==> config.mk <==
export PLATFORM = sky130hd
export DESIGN_NAME = aibcr3_rxdeser
export DESIGN_NICKNAME = d
export VERILOG_FILES = /design/src/rtl/aibcr3_rxdeser_pkg.sv /design/src/rtl/aibcr3_rxdeser_sync.sv /design/src/rtl/aibcr3_rxdeser.sv
export SDC_FILE = /design/constraint.sdc
export NUM_CORES = 1
export LEC_CHECK = 0
export ABC_AREA = 1
export BUFFER_PORTS_ARGS = -buffer_cell sky130_fd_sc_hd__buf_2
export CORE_UTILIZATION = 49
export DETAILED_ROUTE_END_ITERATION = 10
export HOLD_SLACK_MARGIN = 0.02
export PLACE_DENSITY_LB_ADDON = 0.08
export SLEW_MARGIN = 20
export SYNTH_ARGS = -nofsm -noshare
export SYNTH_HDL_FRONTEND = slang
export SYNTH_SLANG_ARGS = --single-unit
==> constraint.sdc <==
create_clock -name clk -period 1.05 [get_ports clk]
set_clock_uncertainty 0.1 [all_clocks]
set_input_delay 0.1575 -clock clk [delete_from_list [all_inputs] [get_ports clk]]
set_output_delay 0.1575 -clock clk [all_outputs]
set_load 0.02 [all_outputs]
==> src/rtl/aibcr3_rxdeser_pkg.sv <==
// Shared definitions for the AIB RX deserialiser.
//   state_t : FSM state encoding (IDLE / HUNT / LOCKED)
//   slip_w  : width of the slip/bit counters for a given deserialisation ratio
package aibcr3_rxdeser_pkg;

    typedef enum logic [1:0] {
        IDLE   = 2'd0,
        HUNT   = 2'd1,
        LOCKED = 2'd2
    } state_t;

    // $clog2(DES_W), never narrower than one bit.
    function automatic int slip_w(input int des_w);
        return (des_w > 2) ? $clog2(des_w) : 1;
    endfunction

endpackage

==> src/rtl/aibcr3_rxdeser_sync.sv <==
// Two-flop capture of the RX pad bit on the forwarded clock.
// Ports:
//   i_clk  - forwarded RX clock
//   i_rstb - asynchronous active-low reset
//   i_d    - serial bit from the pad buffer
//   o_q    - captured bit, two cycles behind i_d
module aibcr3_rxdeser_sync (
    input  logic i_clk,
    input  logic i_rstb,
    input  logic i_d,
    output logic o_q
);

    logic r_s1;
    logic r_s2;

    always_ff @(posedge i_clk or negedge i_rstb) begin
        if (!i_rstb) begin
            r_s1 <= 1'b0;
            r_s2 <= 1'b0;
        end else begin
            r_s1 <= i_d;
            r_s2 <= r_s1;
        end
    end

    assign o_q = r_s2;

endmodule

==> src/rtl/aibcr3_rxdeser.sv <==
// AIB RX deserialiser: captures the serial pad stream, word-aligns to a
// repeating training word using bit-slip, then emits DES_W-bit data words.
// Ports:
//   clk         - forwarded RX clock
//   rstb        - asynchronous active-low reset
//   rxpadin     - serial data from the RX pad buffer
//   rx_en       - receiver enable
//   por         - power-on-reset indication (synchronous disable)
//   rx_word     - deserialised word, bit 0 = earliest bit received
//   rx_word_vld - one-cycle pulse when rx_word updates
//   locked      - high while word alignment is established
//   slip_cnt    - cumulative bit-slips modulo DES_W
module aibcr3_rxdeser
    import aibcr3_rxdeser_pkg::*;
#(
    parameter int               DES_W     = 4,
    parameter logic [DES_W-1:0] TRAIN_PAT = DES_W'(1),
    parameter int               LOCK_CNT  = 4,
    localparam int              SW        = slip_w(DES_W)
) (
    input  logic             clk,
    input  logic             rstb,
    input  logic             rxpadin,
    input  logic             rx_en,
    input  logic             por,
    output logic [DES_W-1:0] rx_word,
    output logic             rx_word_vld,
    output logic             locked,
    output logic [SW-1:0]    slip_cnt
);

    state_t           r_state;
    state_t           w_nstate;
    logic [DES_W-1:0] r_sr;
    logic [DES_W-1:0] r_word;
    logic [SW-1:0]    r_bcnt;
    logic [SW-1:0]    r_slip;
    logic [3:0]       r_match;
    logic             r_hold;
    logic             r_vld;
    logic             w_gate;
    logic             w_s2;
    logic             w_bnd;
    logic             w_hit;
    logic [DES_W-1:0] w_frame;

    aibcr3_rxdeser_sync u_sync (
        .i_clk  (clk),
        .i_rstb (rstb),
        .i_d    (rxpadin),
        .o_q    (w_s2)
    );

    assign w_gate  = rx_en & ~por;
    // The frame is the shift register contents after this cycle's shift.
    assign w_frame = {w_s2, r_sr[DES_W-1:1]};
    assign w_bnd   = (r_state != IDLE) && (r_bcnt == SW'(DES_W - 1));
    assign w_hit   = (w_frame == TRAIN_PAT);

    always_comb begin
        w_nstate = r_state;
        if (!w_gate) begin
            w_nstate = IDLE;
        end else begin
            case (r_state)
                IDLE:    w_nstate = HUNT;
                HUNT:    if (w_bnd && w_hit && r_match == 4'(LOCK_CNT - 1))
                             w_nstate = LOCKED;
                default: w_nstate = r_state;
            endcase
        end
    end

    always_ff @(posedge clk or negedge rstb) begin
        if (!rstb) begin
            r_state <= IDLE;
            r_sr    <= '0;
            r_word  <= '0;
            r_bcnt  <= '0;
            r_slip  <= '0;
            r_match <= '0;
            r_hold  <= 1'b0;
            r_vld   <= 1'b0;
        end else begin
            r_state <= w_nstate;
            r_vld   <= 1'b0;
            if (!w_gate || r_state == IDLE) begin
                // Disabled or just enabling: discard any partial frame.
                r_sr    <= '0;
                r_bcnt  <= '0;
                r_slip  <= '0;
                r_match <= '0;
                r_hold  <= 1'b0;
                if (!w_gate)
                    r_word <= '0;
            end else begin
                r_sr <= w_frame;
                // After a slip the counter stalls one cycle so the next
                // frame starts one bit later in the stream.
                if (r_hold)
                    r_hold <= 1'b0;
                else if (w_bnd)
                    r_bcnt <= '0;
                else
                    r_bcnt <= r_bcnt + SW'(1);
                if (w_bnd) begin
                    if (r_state == LOCKED) begin
                        r_word <= w_frame;
                        r_vld  <= 1'b1;
                    end else if (w_hit) begin
                        r_match <= r_match + 4'd1;
                    end else begin
                        r_match <= '0;
                        r_hold  <= 1'b1;
                        r_slip  <= (r_slip == SW'(DES_W - 1)) ? '0 : r_slip + SW'(1);
                    end
                end
            end
        end
    end

    assign rx_word     = r_word;
    assign rx_word_vld = r_vld;
    assign locked      = (r_state == LOCKED);
    assign slip_cnt    = r_slip;

endmodule

==> flow_metrics.tcl <==
set metrics [dict create \
    status "finished with violations" \
    violations "setup timing" \
    period_share_pct 123 \
    vias_per_cell 4.97 \
    ys_ff_latch 21 \
    layout-drive-gt1-share_pct 48.1 \
    cts_buffer_depth 2 \
    tightest_slew_ns 0.464 \
    die_w_um 46.4 \
    grtUsageMet2_pct 36.9 \
    clk_latency_ns 0.31 \
    critPathSlowestCell "dfrtp_2" \
    cellLeakagePower_uw 0.000773 \
    place_congestion 0.762 \
    ys_seq_area_share_pct 54.3 \
    hold_path.class "input port to flop" \
    drtAntennaViolNets 0 \
    crit_family "flip-flops" \
    fmax_ghz 0.775 \
    crit_chain "buf_4, nor2_4, nor2_4, nand2_2, inv_4, nand2_2, o21ai_2" \
    cpPeakStageDelay_ns 0.45 \
    first_iter_violations 25 \
    endpoint_kind "flop" \
    area_growth_pct 49.0 \
    hold_violations 0 \
    synth_nets 120 \
    ys_types 17 \
    overflow 0 \
    fin_crit_ns 1.29 \
    syn_area_um2 967 \
    grt_max_degree 22 \
    maxCapViolations 0 \
    clk_pin_slew_ns 0.12 \
    crit_type "flop to flop" \
    irDropWorstVdd_mv 0.798 \
    slew_headroom_pct 69.1 \
    die-area_um2 2160 \
    synth_top_cell_by_area "dfrtp_1" \
    multi_input_area_um2 474 \
    yosysMostFrequentCell "nand2_1" \
    crit_buf_inv 2 \
    detail_route.wl_per_cell_um 12.2 \
    clock_sinks 21 \
    cts_buffers 3 \
    worstPathRequired_ns 1.16 \
    port-buffer-count 12 \
    ys_warn_count 0 \
    stdcell_count 179 \
    first_pass_iters 4 \
    totalWireLength_um 2190 \
    io_pins 13 \
    ff_latch_area_um2 528 \
    vias 890 \
    grt_pass1_vias 844 \
    antenna_found_initial 0 \
    die_y_um 46.4 \
    cts_tree "yes" \
    fin_nets 163 \
    hpwlAfterDp_um 1380 \
    synth.avg_cell_area_um2 8.64 \
    grt.busiest_layer "met2" \
    cp.arrival_ns 1.40 \
    start_util_pct 54.2 \
    rows 15 \
    timing.hold.ws_ns 0.0543 \
    grtUsageMet1_pct 28.4 \
    post-place-ws_ns -0.152 \
    grt_setup_unrepaired "yes" \
    diodes 0 \
    cts-htree-levels 1 \
    fillers 99 \
    p_per_area_nw_per_um2 911 \
    dp.cells 166 \
    maxSlewViolCount 0 \
    synthFlopType "dfrtp_1" \
    core_um2 1780 \
    synth_top_cell_area_share_pct 54.3 \
    grt_pass1_wl_um 3310 \
    synth_edf_count 0 \
    async_flop_share_pct 100 \
    setup_slack_ns -0.241 \
    netlist_instances 112 \
    grt_usage_pct 22.1 \
    synth_area_leaders "dfrtp_1 (54%), nand2_1 (12%), inv_1 (5.4%), nor2_1 (5.4%), nand3_1 (5.2%)" \
    setup_viol 26 \
    cts_root_buffer "clkbuf_4" \
    drc 0 \
    synth_top_cells_by_count "nand2_1 (31), dfrtp_1 (21), inv_1 (14), nor2_1 (14), nand3_1 (10)" \
    cp_max_fo 7 \
    cp-start-kind "flop" \
    grtUsageMet3_pct 4.71 \
]
==> layer usage <==
layer  vias up  share of wire (%)
met5         -                  0
met4         0               0.73
met3         4                2.6
met2        13                 52
met1       431                 44
li1        442                  -
==> registers in the layout (all words and copies together), names as in the netlist <==
signal / flops
r_match: 4
rx_word: 4
r_sr: 3
r_bcnt: 2
r_state: 2
slip_cnt: 2
r_hold: 1
rx_word_vld: 1
u_sync.o_q: 1
u_sync.r_s1: 1
==> final timing paths <==
| check | cells after the start | start | to | slack [ns] |
|---|---|---|---|---|
| min in group asynchronous | 2 | rstb | r_match[2] | 0.22 |
| max reg2reg | 7 | r_state[0] | r_match[1] | -0.24 |
| min reg2reg | 0 | u_sync.r_s1 | u_sync.o_q | 0.26 |
| min | 3 | rx_en | r_state[1] | 0.05 |
| max | 7 | r_state[0] | r_match[1] | -0.24 |
| max in group asynchronous | 2 | rstb | slip_cnt[0] | 0.29 |
==> cells in the final DEF (no fill, tap or decap) <==
master,netlist,layout
nand2_1,31,23
buf_4,0,20
dfrtp_1,21,19
buf_6,0,12
nand3_1,10,10
nor2_1,14,10
nand2_2,2,8
inv_1,14,7
inv_2,0,6
nor2_4,1,5
nand4_1,4,4
buf_2,0,4
nand2_4,1,3
nor2_2,3,3
clkbuf_4,0,3
o21ai_2,2,2
o21ai_1,0,2
dlygate4sd3_1,0,2
dfrtp_2,0,2
nor3_2,0,1
a211oi_2,0,1
xor2_1,1,1
inv_4,0,1
a21oi_1,1,1
ha_2,0,1
ha_1,3,1
ha_4,0,1
clkinv_2,0,1
==> per-stage QoR <==
stage                     cell area (um2)  total power, uW  TNS, ns  utilization (%)
after floorplan                       985              868   -0.549                -
after global placement               1200              911    -1.12             67.5
after detailed placement             1200              913    -1.39             67.5
after CTS                            1360             1310    -3.38             76.4
after global routing                 1440             1370    -4.98             80.8
final                                1440             1310    -3.99             80.8
==> power breakdown <==
| part | switching, uW | internal, uW | total [uW] |
|---|---|---|---|
| clock network | 249 | 142 | 392 |
| logic | 58.9 | 39.9 | 98.9 |
| registers | 6.21 | 816 | 823 |
==> logic make-up after synthesis <==
logic type,share of synthesized area (%)
AND/OR/NAND/NOR,31.3
flip-flops,54.3
buffers and inverters,5.43
AO/OA/AOI/OAI,4.14
adder cells (fa/ha/maj),3.88
XOR/XNOR,0.906
==> layout make-up <==
class	count	share of cell area (%)
flip-flops and latches	21	36.6
multi-input cells	77	32.9
repair buffers	38	22.6
inverters	14	3.82
well taps	25	2.17
clock buffers	3	1.56
clock inverters	1	0.347
==> timing repair <==
item	4_1_cts	5_1_grt
gates resized for setup	25	18
pin swaps	4	8
endpoints found under the hold margin	22	0
buffers inserted	3	4
hold buffers	2	0
endpoints found under the setup margin	25	27
==> worst register-to-register path, stage by stage, from the launching register on <==
cell	delay [ns]
dfrtp_2	0.45
buf_4	0.15
nor2_4	0.14
nor2_4	0.07
nand2_2	0.10
inv_4	0.06
nand2_2	0.07
o21ai_2	0.06
Note: power is estimated with default switching activity, not from simulation.
